<file path="src/rtl/regfile_write_arbiter.sv">
// regfile_write_arbiter
// Merges the in-order pipeline writeback and long-latency (divider / non-blocking
// load) results onto the single register file write port. The pipeline has strict
// priority. Long-latency results wait in a small circular FIFO and drain into idle
// write-port cycles. Per-address pending flags and a stall request let the hazard
// unit resolve RAW/WAW hazards against queued writes.
//
// Optional feature macro: REGFILE_AUX_BYPASS_EN
//   When it is defined, an aux result that arrives while the FIFO is empty and the
//   port is otherwise idle is written directly on the next edge and not enqueued.
//
// Ports:
//   iClk, iRst                  clock (rising edge), asynchronous active-high reset
//   iPipeWriteEn/Address/Data   pipeline writeback; always accepted
//   iAuxValid/WriteAddress/Data long-latency result; handshaked with oAuxReady
//   oAuxReady                   queue can accept (not full, low during reset)
//   oWriteEn/Address/oDataOut   registered register-file write port
//   iLookupAddress1/2           decode-stage source registers
//   oPending1/2                 a queued aux write targets the lookup address
//   oStallRequest               queue full
//   oFifoCount                  occupied entries
module regfile_write_arbiter #(
   parameter int ADDRESS_WIDTH = 5,
   parameter int DATA_WIDTH    = 32,
   parameter int FIFO_DEPTH    = 4
) (
   input  logic                          iClk,
   input  logic                          iRst,
   input  logic                          iPipeWriteEn,
   input  logic [ADDRESS_WIDTH-1:0]      iPipeWriteAddress,
   input  logic [DATA_WIDTH-1:0]         iPipeData,
   input  logic                          iAuxValid,
   input  logic [ADDRESS_WIDTH-1:0]      iAuxWriteAddress,
   input  logic [DATA_WIDTH-1:0]         iAuxData,
   output logic                          oAuxReady,
   output logic                          oWriteEn,
   output logic [ADDRESS_WIDTH-1:0]      oWriteAddress,
   output logic [DATA_WIDTH-1:0]         oDataOut,
   input  logic [ADDRESS_WIDTH-1:0]      iLookupAddress1,
   input  logic [ADDRESS_WIDTH-1:0]      iLookupAddress2,
   output logic                          oPending1,
   output logic                          oPending2,
   output logic                          oStallRequest,
   output logic [$clog2(FIFO_DEPTH):0]   oFifoCount
);

   localparam int PTR_W = $clog2(FIFO_DEPTH);
   localparam int CNT_W = PTR_W + 1;
   localparam logic [CNT_W-1:0]         FULL_COUNT = CNT_W'(FIFO_DEPTH);
   localparam logic [CNT_W-1:0]         CNT_ONE    = CNT_W'(1);
   localparam logic [PTR_W-1:0]         PTR_ONE    = PTR_W'(1);
   localparam logic [ADDRESS_WIDTH-1:0] ADDR_X0    = {ADDRESS_WIDTH{1'b0}};

   // FIFO storage and bookkeeping
   logic [ADDRESS_WIDTH-1:0] r_fifo_addr [FIFO_DEPTH];
   logic [DATA_WIDTH-1:0]    r_fifo_data [FIFO_DEPTH];
   logic [PTR_W-1:0]         r_rd_ptr;
   logic [PTR_W-1:0]         r_wr_ptr;
   logic [CNT_W-1:0]         r_count;

   logic w_full;
   logic w_empty;
   logic w_pipe_issue;
   logic w_aux_xfer;
   logic w_aux_nonzero;
   logic w_bypass;
   logic w_push;
   logic w_pop;
   logic w_hit1;
   logic w_hit2;

   assign w_full        = (r_count == FULL_COUNT);
   assign w_empty       = (r_count == {CNT_W{1'b0}});
   assign oAuxReady     = ~w_full & ~iRst;
   assign oStallRequest = w_full;
   assign oFifoCount    = r_count;

   // A pipeline write to x0 does not occupy the port, so the FIFO may drain then.
   assign w_pipe_issue  = iPipeWriteEn & (iPipeWriteAddress != ADDR_X0);
   assign w_aux_xfer    = iAuxValid & oAuxReady;
   assign w_aux_nonzero = (iAuxWriteAddress != ADDR_X0);
   assign w_pop         = ~w_pipe_issue & ~w_empty;

`ifdef REGFILE_AUX_BYPASS_EN
   // Direct issue only when nothing older is queued, so ordering is preserved.
   assign w_bypass = w_aux_xfer & w_aux_nonzero & w_empty & ~w_pipe_issue;
`else
   assign w_bypass = 1'b0;
`endif

   // Aux writes to x0 are consumed by the handshake but never stored.
   assign w_push = w_aux_xfer & w_aux_nonzero & ~w_bypass;

   // FIFO pointers and occupancy count
   always_ff @(posedge iClk or posedge iRst) begin
      if (iRst) begin
         r_rd_ptr <= {PTR_W{1'b0}};
         r_wr_ptr <= {PTR_W{1'b0}};
         r_count  <= {CNT_W{1'b0}};
      end else begin
         if (w_push) begin
            r_wr_ptr <= r_wr_ptr + PTR_ONE;
         end else begin
            r_wr_ptr <= r_wr_ptr;
         end
         if (w_pop) begin
            r_rd_ptr <= r_rd_ptr + PTR_ONE;
         end else begin
            r_rd_ptr <= r_rd_ptr;
         end
         case ({w_push, w_pop})
            2'b10:   r_count <= r_count + CNT_ONE;
            2'b01:   r_count <= r_count - CNT_ONE;
            default: r_count <= r_count;
         endcase
      end
   end

   // FIFO entry storage; stale entries are never read because validity comes from r_count
   always_ff @(posedge iClk) begin
      if (w_push) begin
         r_fifo_addr[r_wr_ptr] <= iAuxWriteAddress;
         r_fifo_data[r_wr_ptr] <= iAuxData;
      end
   end

   // Registered write port: pipeline first, then FIFO head, then optional bypass
   always_ff @(posedge iClk or posedge iRst) begin
      if (iRst) begin
         oWriteEn      <= 1'b0;
         oWriteAddress <= ADDR_X0;
         oDataOut      <= {DATA_WIDTH{1'b0}};
      end else if (w_pipe_issue) begin
         oWriteEn      <= 1'b1;
         oWriteAddress <= iPipeWriteAddress;
         oDataOut      <= iPipeData;
      end else if (w_pop) begin
         oWriteEn      <= 1'b1;
         oWriteAddress <= r_fifo_addr[r_rd_ptr];
         oDataOut      <= r_fifo_data[r_rd_ptr];
      end else if (w_bypass) begin
         oWriteEn      <= 1'b1;
         oWriteAddress <= iAuxWriteAddress;
         oDataOut      <= iAuxData;
      end else begin
         oWriteEn      <= 1'b0;
         oWriteAddress <= oWriteAddress;
         oDataOut      <= oDataOut;
      end
   end

   // Address match over the occupied slots, walking from the head; the head being
   // popped this cycle is still occupied and therefore still reported.
   always_comb begin
      logic [PTR_W-1:0] v_idx;
      w_hit1 = 1'b0;
      w_hit2 = 1'b0;
      v_idx  = {PTR_W{1'b0}};
      for (int k = 0; k < FIFO_DEPTH; k++) begin
         v_idx = r_rd_ptr + PTR_W'(k);
         if (CNT_W'(k) < r_count) begin
            if (r_fifo_addr[v_idx] == iLookupAddress1) begin
               w_hit1 = 1'b1;
            end else begin
               w_hit1 = w_hit1;
            end
            if (r_fifo_addr[v_idx] == iLookupAddress2) begin
               w_hit2 = 1'b1;
            end else begin
               w_hit2 = w_hit2;
            end
         end else begin
            w_hit1 = w_hit1;
            w_hit2 = w_hit2;
         end
      end
   end

   // x0 is hardwired zero, so it never carries a hazard
   assign oPending1 = w_hit1 & (iLookupAddress1 != ADDR_X0);
   assign oPending2 = w_hit2 & (iLookupAddress2 != ADDR_X0);

endmodule

</file>
<file path="config.mk">
export PLATFORM = sky130hd
export DESIGN_NAME = regfile_write_arbiter
export DESIGN_NICKNAME = d
export VERILOG_FILES = /design/src/rtl/regfile_write_arbiter.sv
export SDC_FILE = /design/constraint.sdc
export NUM_CORES = 1
export LEC_CHECK = 0
export ABC_CLOCK_PERIOD_IN_PS = 5000
export BUFFER_PORTS_ARGS = -buffer_cell sky130_fd_sc_hd__buf_2
export CAP_MARGIN = 40
export CORE_UTILIZATION = 55
export CTS_BUF_LIST = sky130_fd_sc_hd__clkbuf_16
export DETAILED_ROUTE_END_ITERATION = 6
export GPL_ROUTABILITY_DRIVEN = 0
export PLACE_DENSITY = 0.78
export SYNTH_ARGS = -nofsm -noshare
export SYNTH_HDL_FRONTEND = slang
export SYNTH_SLANG_ARGS = --single-unit
</file>
<file path="constraint.sdc">
create_clock -name iClk -period 5 [get_ports iClk]
set_input_delay 0.25 -clock iClk [delete_from_list [all_inputs] [get_ports iClk]]
set_output_delay 0.25 -clock iClk [all_outputs]
set_load 0.02 [all_outputs]
</file>
==> impl_metrics.json, run 1 <==
{
  "status": "complete, no violations",
  "setup_slack_ps": 1890,
  "area_delta_synth_final_pct": 17.7,
  "ys_types": 42,
  "synth-simple-area-share_pct": 7.28,
  "power_density_nw_per_um2": 562,
  "wl_per_cell_um": 20.3,
  "grt_use_total_pct": 24.5,
  "final_cell_mix": "148 x edfxtp_1, 132 x buf_2, 73 x nand2_1",
  "final.period_utilization_pct": 62.2,
  "post-route-min-period_ps": 3110,
  "dpl_worst_slack_ps": 2250,
  "initial_core_util_pct": 56.4,
  "grt_antenna_before_repair": 1,
  "grt_pass1_vias": 5359,
  "path_max_fanout": 35,
  "finalWirelength_mm": 18.7,
  "critPathSlowestCell": "dfrtp_4",
  "synth_nets": 670,
  "postCtsSetupBuffers": 0,
  "insertion_delay_ps": 440,
  "vias": 5277,
  "synth_top_family_by_area": "multiplexers",
  "synthXorXnorAreaFrac_pct": 5.39,
  "grt_overflow": 0,
  "row_count": 45,
  "synth.avg_cell_area_um2": 15.0,
  "worstPathCellList": "mux4_2 -> xnor2_1 -> o21a_1 -> a221oi_1 -> a21oi_1 -> o22a_1 -> buf_2",
  "hp-class": "in2reg",
  "maxCapViolCount": 0,
  "grt_pass1_wl_mm": 28.9,
  "reg2reg_depth": 8,
  "core_area_um2": 15300,
  "setup_violations": 0,
  "cp-endpoint": "oPending2",
  "tns_ps": 0,
  "first_pass_iters": 5,
  "cpPeakStageDelay_ps": 800,
  "root_buffer": "clkbuf_16",
  "syn_inst": 573,
  "maxSlewHeadroom_pct": 50.2,
  "cp-end-kind": "output port",
  "grt_max_degree": 75,
  "max_slew.worst_pin.slew_ps": 746,
  "holdWs_ps": 26.4,
  "muxShareOfSynthArea_pct": 13.6,
  "dp_hpwl_mm": 12.3,
  "final_common_cell": "edfxtp_1",
  "clock_path_buffers": 2,
  "numCtsBuffers": 17,
  "max_freq_ghz": 0.322,
  "async_reset_ff_share_pct": 23.3,
  "ys.flop_type": "edfxtp_1",
  "critPathKind": "reg2out",
  "synth_area_um2": 8610,
  "ir_drop_uv": 370,
  "yosysTopAreaCellShare_pct": 51.6,
  "cts_max_level": 4,
  "synth_compound_gate_area_share_pct": 4.51,
  "clk_pin_slew_worst_paths_ps": 70,
  "critical_path.startpoint": "r_rd_ptr[0]",
  "cp.arrival_ps": 2860,
  "p_leak_nw": 3.77,
  "drc_errors": 0,
  "dieWidth_um": 127,
  "required_ps": 4750,
  "drv_slew": 0,
  "synth.ff_latch_count": 193,
  "synth.top_cells.by_area": "edfxtp_1 52%, dfrtp_1 13%, mux4_2 10%",
  "synth-seq-area-share_pct": 64.7,
  "synth-edff-count": 148,
  "fillCellCount": 1074,
  "ant_nets": 0,
  "synth.largest_area_cell": "edfxtp_1",
  "die_h_um": 127,
  "reg2reg_slack_ps": 2210,
  "synth_warnings": 0,
  "grt_setup_unrepaired": "false",
  "synthAdderAreaFrac_pct": 1.31,
  "ios": 133,
  "cts.sinks": 193,
  "cts_hold_buf": 1,
  "via_per_inst": 5.74,
  "port_buffers": 132,
  "final_nets": 791,
  "dieArea_um2": 16200,
  "hold_viol": 0,
  "r2r-start": "oFifoCount[0]",
  "dr.first_iter.drc_count": 415,
  "layout-drive-gt1-share_pct": 32.2,
  "post_cts_resize_count": 0,
  "total_power_mw": 5.69,
  "startpoint_type": "flop",
  "cts_tree": "done",
  "r2r_end": "r_fifo_data[2][18]",
  "skew_ps": 5.59
}
-- critical path: cells and delay by family (launching register included) --
| family | cells | cell delay (ps) |
|---|---|---|
| XOR/XNOR | 1 | 150 |
| buffers and inverters | 1 | 160 |
| flip-flops | 1 | 800 |
| multiplexers | 1 | 610 |
| AO/OA/AOI/OAI | 4 | 690 |
-- synth_stat cells (2+ instances only) --
cell type and n:
a211oi_1 2, a21oi_1 10, a22o_1 2, a31oi_1 34, and2_1 6, buf_1 2
buf_12 2, buf_2 14, buf_4 2, buf_6 3, clkbuf_1 18, dfrtp_1 45
edfxtp_1 148, ha_1 9, inv_1 6, mux2_2 2, mux2i_1 16, mux2i_2 3
mux2i_4 2, mux4_2 39, nand2_1 73, nand2b_1 2, nand4_1 5, nor2_1 41
nor2b_1 3, nor3_1 5, nor4_1 3, nor4_2 2, o21ai_0 7, o21ai_1 2
or4_1 3, xnor2_1 30, xor2_1 23
-- where the power goes --
group	switching [mW]	total [mW]	internal, mW
logic	1.13	2.04	0.910
clock network	0.585	1.42	0.833
registers	0.223	2.24	2.01
-- layout make-up --
cell class	count	area, µm²	area share (%)
clock inverters	15	190	1.88
diodes	2	5.00	0.0494
well taps	211	264	2.61
inverters	6	22.5	0.222
flip-flops and latches	193	5580	55.0
repair buffers	144	861	8.50
clock buffers	17	425	4.20
multi-input cells	332	2790	27.5
-- metrics by stage --
stage / util, % / instance area [µm²] / cells
after CTS: 66.4 / 10100 / 918
after detailed placement: 62.3 / 9500 / 885
after global routing: 66.4 / 10100 / 919
final: 66.4 / 10100 / 920
after floorplan: - / 8610 / 573
after global placement: 61.2 / 9330 / 877
-- layer usage --
metal | wire [µm] | part of all wire [%] | GRT usage (%) | up-vias
met3 | 966 | 5.2 | 4.52 | 37
met5 | 0 | 0 | 0 | -
met2 | 9460 | 51 | 40.7 | 206
met1 | 7800 | 42 | 32.0 | 2648
met4 | 444 | 2.4 | 10.6 | 0
li1 | - | - | - | 2386
-- how the worst min path moves through the flow --
stage                         from                  to  slack [ps]  depth (start not counted)
2_1_floorplan  iAuxWriteAddress[0]   r_fifo_addr[0][0]         350                          0
3_3_place_gp           iAuxData[9]   r_fifo_data[0][9]         460                          1
3_5_place_dp                  iRst    oWriteAddress[4]         240                          2
4_1_cts               iAuxData[15]  r_fifo_data[2][15]           3                          1
5_1_grt               iAuxData[15]  r_fifo_data[2][15]           7                          1
6_report              iAuxData[15]  r_fifo_data[2][15]          30                          1
-- cell families after synthesis --
family	count (synthesis)
adders and majority gates	9
muxes	63
AOI/OAI and AO/OA	63
buffers and inverters	48
and+or+nand+nor	144
xor gates and xnor gates	53
DFF	193
-- state kept, by name (all words and copies together), names as in the netlist --
name           flops
r_wr_ptr           2
oWriteAddress      5
r_fifo_addr       20
oWriteEn           1
oFifoCount         3
r_fifo_data      128
r_rd_ptr           2
oDataOut          32
Note: power is estimated with default switching activity, not from simulation.
==> inputs of run 2 (changes only) <==
==> config.mk (replaced) <==
export PLATFORM = sky130hd
export DESIGN_NAME = regfile_write_arbiter
export DESIGN_NICKNAME = d
export VERILOG_FILES = /design/src/rtl/regfile_write_arbiter.sv
export SDC_FILE = /design/constraint.sdc
export NUM_CORES = 1
export LEC_CHECK = 0
export ABC_CLOCK_PERIOD_IN_PS = 2600
export BUFFER_PORTS_ARGS = -buffer_cell sky130_fd_sc_hd__buf_2
export CAP_MARGIN = 40
export CORE_UTILIZATION = 51
export CTS_BUF_LIST = sky130_fd_sc_hd__clkbuf_16
export DETAILED_ROUTE_END_ITERATION = 6
export GPL_ROUTABILITY_DRIVEN = 0
export PLACE_DENSITY = 0.76
export SYNTH_ARGS = -nofsm -noshare
export SYNTH_HDL_FRONTEND = slang
export SYNTH_SLANG_ARGS = --single-unit
==> constraint.sdc (replaced) <==
create_clock -name iClk -period 2.6 [get_ports iClk]
set_input_delay 0.13 -clock iClk [delete_from_list [all_inputs] [get_ports iClk]]
set_output_delay 0.13 -clock iClk [all_outputs]
set_load 0.02 [all_outputs]
==> run 2 against run 1 <==
  * The flow now finishes with violations (negative setup slack)
  * Critical endpoint unchanged
  * Register-to-register slack worse by 2000 ps
  * Via count up 10%
  * Critical path type unchanged
  * Clock skew up 7.1 ps
  * Hold slack worse by 22 ps
  * Highest routed layer unchanged
  * Global-route usage up 0.37 points
  * Sequential power up 86%
  * Combinational power up 120%
  * Total power up 97%
  * Routed wire length up 11%
==> impl_metrics.json, run 2 (synthesis gave the netlist of run 1 again) <==
{
  "wl_met2_mm": 10.9,
  "r2r-start": "oFifoCount[0]",
  "status": "finished with violations",
  "layout-drive-gt1-share_pct": 32.7,
  "ir_drop_uv": 638,
  "grt_antenna_before_repair": 0,
  "grt_setup_unrepaired": "true",
  "critPathKind": "reg2out",
  "violations": "negative setup slack",
  "cts_max_level": 4,
  "core_area_um2": 16500,
  "clock_path_buffers": 2,
  "port_buffers": 132,
  "area_delta_synth_final_pct": 28.1,
  "ios": 133,
  "fillCellCount": 1100,
  "dpl_worst_slack_ps": 172,
  "clk_pin_slew_worst_paths_ps": 70,
  "final.period_utilization_pct": 104,
  "setup_violations": 2,
  "dp_hpwl_mm": 12.9,
  "reg_top3": "r_fifo_data: 128 flops, oDataOut: 32 flops, r_fifo_addr: 20 flops",
  "first_pass_iters": 5,
  "hold_viol": 0,
  "reg2reg_depth": 6,
  "final_cell_mix": "148 x edfxtp_1, 130 x buf_2, 73 x nand2_1",
  "holdWs_ps": 4.45,
  "via_per_inst": 5.71,
  "highest_layer": "met4",
  "diodes": 0,
  "reg2reg_slack_ps": 190,
  "dieArea_um2": 17400,
  "m1WireLength_mm": 7.62,
  "cts.sinks": 193,
  "cp-end-kind": "output port",
  "hp-class": "in2reg",
  "required_ps": 2470,
  "drc_errors": 0,
  "row_count": 47,
  "startpoint_type": "flop",
  "maxCapViolCount": 0,
  "grt_pass1_wl_mm": 32.4,
  "final_nets": 881,
  "dr.first_iter.drc_count": 496,
  "met3WireLength_mm": 1.54,
  "maxSlewHeadroom_pct": 56.0,
  "die_h_um": 132,
  "p_leak_nw": 4.15,
  "max_slew.worst_pin.slew_ps": 660,
  "post-route-min-period_ps": 2710,
  "root_buffer": "clkbuf_16",
  "grt_pass1_vias": 6133,
  "regMostFlops": "r_fifo_data",
  "ant_nets": 0,
  "largest_register_ffs": 128,
  "total_power_mw": 11.2,
  "vias": 5812,
  "cp.arrival_ps": 2580,
  "setup_slack_ps": -113,
  "drv_slew": 0,
  "grt_use_total_pct": 24.9,
  "numCtsBuffers": 17,
  "r2r_end": "oWriteAddress[2]",
  "cts_tree": "done",
  "grt_overflow": 0,
  "cp-endpoint": "oPending2",
  "insertion_delay_ps": 430,
  "skew_ps": 12.6,
  "finalWirelength_mm": 20.7,
  "dieWidth_um": 132,
  "final_common_cell": "edfxtp_1",
  "path_max_fanout": 6,
  "critical_path.startpoint": "r_rd_ptr[0]",
  "initial_core_util_pct": 52.1,
  "tns_ps": -144,
  "wl_per_cell_um": 20.3,
  "grt_max_degree": 55,
  "max_freq_ghz": 0.369,
  "power_density_nw_per_um2": 1010
}
==> run 2: power breakdown <==
group          internal [mW]  switching, mW
sequential              3.87          0.283
combinational           2.03           2.49
clock                   1.41           1.10
total                   7.31           3.88
==> run 2: worst min path at each step <==
stage / start / endpoint / slack (ps) / cells after the start
after detailed placement: iRst / oWriteAddress[1] / 260 / 2
final: iPipeData[26] / oDataOut[26] / 4 / 3
after floorplan: iAuxWriteAddress[0] / r_fifo_addr[0][0] / 230 / 0
after global routing: iPipeWriteEn / oWriteAddress[4] / 7 / 2
after global placement: iRst / oWriteAddress[4] / 260 / 2
after CTS: iPipeWriteAddress[1] / oWriteAddress[1] / 1 / 3
==> run 2: metrics by stage <==
step	std cells	cell area [µm²]	util, %
global placement	904	9580	58.0
CTS	1012	10900	66.2
global route	1017	11000	66.7
detailed placement	904	9580	58.0
floorplan	573	8620	-
finish	1017	11000	66.7
==> run 2: per-layer routing <==
metal | up-vias | global-route usage [%]
li1 | 2555 | -
met3 | 61 | 5.61
met5 | - | 0
met1 | 2868 | 29.8
met4 | 0 | 10.8
met2 | 328 | 43.2
==> run 2: cell type report <==
cell class / instances / area (µm²) / share of cell area (%)
well taps: 220 / 275 / 2.50
clock buffers: 17 / 425 / 3.86
flip-flops and latches: 193 / 5580 / 50.6
clock inverters: 15 / 145 / 1.32
repair buffers: 234 / 1700 / 15.4
inverters: 6 / 22.5 / 0.204
multi-input cells: 332 / 2880 / 26.2
==> run 2: worst max-delay path: stages (launching register included) <==
cell,delay (ps)
dfrtp_4,470
buf_4,180
mux4_2,550
xor2_1,160
nor4_1,270
o21ai_1,140
o21ai_1,110
o22a_1,140
buf_4,130
==> run 2: what timing repair did <==
item / in CTS / in global routing
hold buffers: 70 / 0
pin swaps: 0 / 5
setup buffers: 6 / 5
cloned: 0 / 0
endpoints found under the hold margin: 204 / 0
resized for setup: 11 / 11
setup endpoints to repair: 2 / 26
==> inputs of run 3 (changes only) <==
--- a/config.mk
+++ b/config.mk
@@ -8,11 +8,12 @@
 export ABC_CLOCK_PERIOD_IN_PS = 2600
 export BUFFER_PORTS_ARGS = -buffer_cell sky130_fd_sc_hd__buf_2
 export CAP_MARGIN = 40
-export CORE_UTILIZATION = 51
+export CORE_UTILIZATION = 50
 export CTS_BUF_LIST = sky130_fd_sc_hd__clkbuf_16
 export DETAILED_ROUTE_END_ITERATION = 6
 export GPL_ROUTABILITY_DRIVEN = 0
-export PLACE_DENSITY = 0.76
+export PLACE_DENSITY = 0.74
+export SETUP_SLACK_MARGIN = 0.05
 export SYNTH_ARGS = -nofsm -noshare
 export SYNTH_HDL_FRONTEND = slang
 export SYNTH_SLANG_ARGS = --single-unit
==> run 3 against run 2 <==
  * The flow still finishes with violations (negative setup slack)
  * Routed wire length fell by 1.7%
  * Total power increased by 1.7%
  * Clock skew decreased by 5.7 ps
  * Sequential share of layout area down 0.84 points
  * Hold slack better by 1.2 ps
  * Die area up 2.0%
  * Sequential power about the same
  * Largest power group unchanged
==> impl_metrics.json, run 3 (synthesis gave the netlist of run 1 again) <==
{
  "dieArea_um2": 17700,
  "via_per_inst": 5.58,
  "hp-class": "in2reg",
  "cts_max_level": 4,
  "insertion_delay_ps": 430,
  "grt_overflow": 0,
  "vias": 5739,
  "cp-endpoint": "oPending2",
  "critical_path.startpoint": "r_rd_ptr[0]",
  "root_buffer": "clkbuf_16",
  "port_buffers": 132,
  "dr.first_iter.drc_count": 382,
  "setup_violations": 1,
  "numCtsBuffers": 17,
  "initial_core_util_pct": 51.5,
  "reg_top3": "r_fifo_data: 128 flops, oDataOut: 32 flops, r_fifo_addr: 20 flops",
  "post-route-min-period_ps": 2630,
  "grt_pass1_wl_mm": 31.6,
  "startpoint_type": "flop",
  "drc_errors": 0,
  "path_max_fanout": 6,
  "max_freq_ghz": 0.380,
  "whs_path_depth": 2,
  "ir_drop_uv": 715,
  "power_density_nw_per_um2": 1010,
  "core_area_um2": 16700,
  "ios": 133,
  "area_delta_synth_final_pct": 30.3,
  "wl_per_cell_um": 19.8,
  "violations": "negative setup slack",
  "dieWidth_um": 133,
  "required_ps": 2470,
  "hold_viol": 0,
  "row_count": 47,
  "r2r-start": "oFifoCount[0]",
  "critPathTopFamily": "compound AO/OA/AOI/OAI gates",
  "maxSlewHeadroom_pct": 66.8,
  "final.period_utilization_pct": 101,
  "worst-path-stages": 8,
  "largest_register_ffs": 128,
  "ant_nets": 0,
  "reg2reg_slack_ps": 220,
  "r2r_end": "oWriteAddress[2]",
  "critical_path_buf_inv_count": 2,
  "final_common_cell": "edfxtp_1",
  "skew_ps": 6.92,
  "placed_cell_area_um2": 9590,
  "worstPathCellList": "buf_4 -> mux4_2 -> xnor2_1 -> o21a_1 -> a221oi_1 -> a21oi_1 -> o22a_1 -> buf_6",
  "max_slew.worst_pin.slew_ps": 497,
  "layout-drive-gt1-share_pct": 33.8,
  "final_nets": 892,
  "maxCapViolCount": 0,
  "clk_pin_slew_worst_paths_ps": 70,
  "regMostFlops": "r_fifo_data",
  "cp-end-kind": "output port",
  "grt_antenna_before_repair": 0,
  "dp_hpwl_mm": 13.0,
  "min-delay-start": "iPipeWriteEn",
  "die_h_um": 133,
  "cp.arrival_ps": 2500,
  "setup_slack_ps": -30.2,
  "cts_tree": "done",
  "drv_slew": 0,
  "holdWs_ps": 5.62,
  "cts.sinks": 193,
  "grt_setup_unrepaired": "true",
  "clock_path_buffers": 2,
  "status": "finished with violations",
  "final_cell_mix": "148 x edfxtp_1, 130 x buf_2, 73 x nand2_1",
  "fin_area_um2": 11200,
  "first_pass_iters": 5,
  "finalWirelength_mm": 20.3,
  "grt_pass1_vias": 6041,
  "grt_use_total_pct": 23.9,
  "p_leak_nw": 4.25,
  "critPathKind": "reg2out",
  "grt_max_degree": 74,
  "critPathSlowestCell": "mux4_2",
  "reg2reg_depth": 6,
  "cpPeakStageDelay_ps": 540
}
run 3: cell count changes in the layout (fill, tap and decap cells not counted), sizes merged:
cell,delta
buf,+8
dlygate4sd3,+2
inv,-2
bufinv,+1
clkinvlp,-1
bufbuf,+1
diode,+1
clkinv,+2
run 3: what timing repair did:
item,in CTS,in global routing
cloned,1,0
setup endpoints to repair,2,57
pin swaps,5,8
hold buffers,72,0
setup buffers,8,12
gates resized for setup,15,10
hold endpoints to repair,222,0
run 3: power by group:
group,switching (mW),internal (mW)
combinational,2.43,2.14
sequential,0.314,3.87
clock,1.12,1.51
run 3: worst register-to-register path, delay by kind of cell (launching register included):
| family | cells | cell delay, ps |
|---|---|---|
| buf+inv | 2 | 690 |
| compound gates | 2 | 410 |
| fa+ha+maj | 1 | 220 |
| flops | 1 | 460 |
| simple gates | 1 | 480 |
run 3: how the worst min path moves through the flow:
stage / endpoint
after floorplan: r_fifo_addr[0][0]
after global placement: r_fifo_data[1][8]
after detailed placement: oWriteAddress[0]
after CTS: oWriteAddress[1]
after global routing: oDataOut[13]
final: oWriteAddress[4]
run 3: area by class of cell:
| class | instances | area (µm²) |
|---|---|---|
| clock inverters | 15 | 165 |
| multi-input cells | 332 | 2910 |
| well taps | 220 | 275 |
| flip-flops and latches | 193 | 5580 |
| repair buffers | 245 | 1830 |
| clock buffers | 17 | 425 |
| diodes | 1 | 2.50 |
| fillers | 1110 | 5490 |
| inverters | 6 | 22.5 |
run 3: per-stage QoR:
stage | setup slack, ps | utilization, % | total power [mW] | setup TNS [ps] | std cells
after detailed placement | 166 | 57.4 | 8.30 | 0 | 903
after global routing | -129 | 67.1 | 11.9 | -233 | 1028
after CTS | 17.8 | 66.2 | 11.3 | 0 | 1016
after global placement | 358 | 57.3 | 8.15 | 0 | 902
after floorplan | 131 | - | 7.23 | 0 | 573
final | -30.2 | 67.1 | 11.4 | -30.2 | 1029
run 3: layer usage:
layer | part of all wire (%) | routed length [µm] | up-vias | track usage, %
li1 | - | - | 2581 | -
met1 | 39 | 7910 | 2871 | 28.1
met2 | 53 | 10700 | 234 | 42.2
met3 | 5.2 | 1060 | 53 | 4.79
met4 | 3.2 | 645 | 0 | 11.0
met5 | 0 | 0 | - | 0
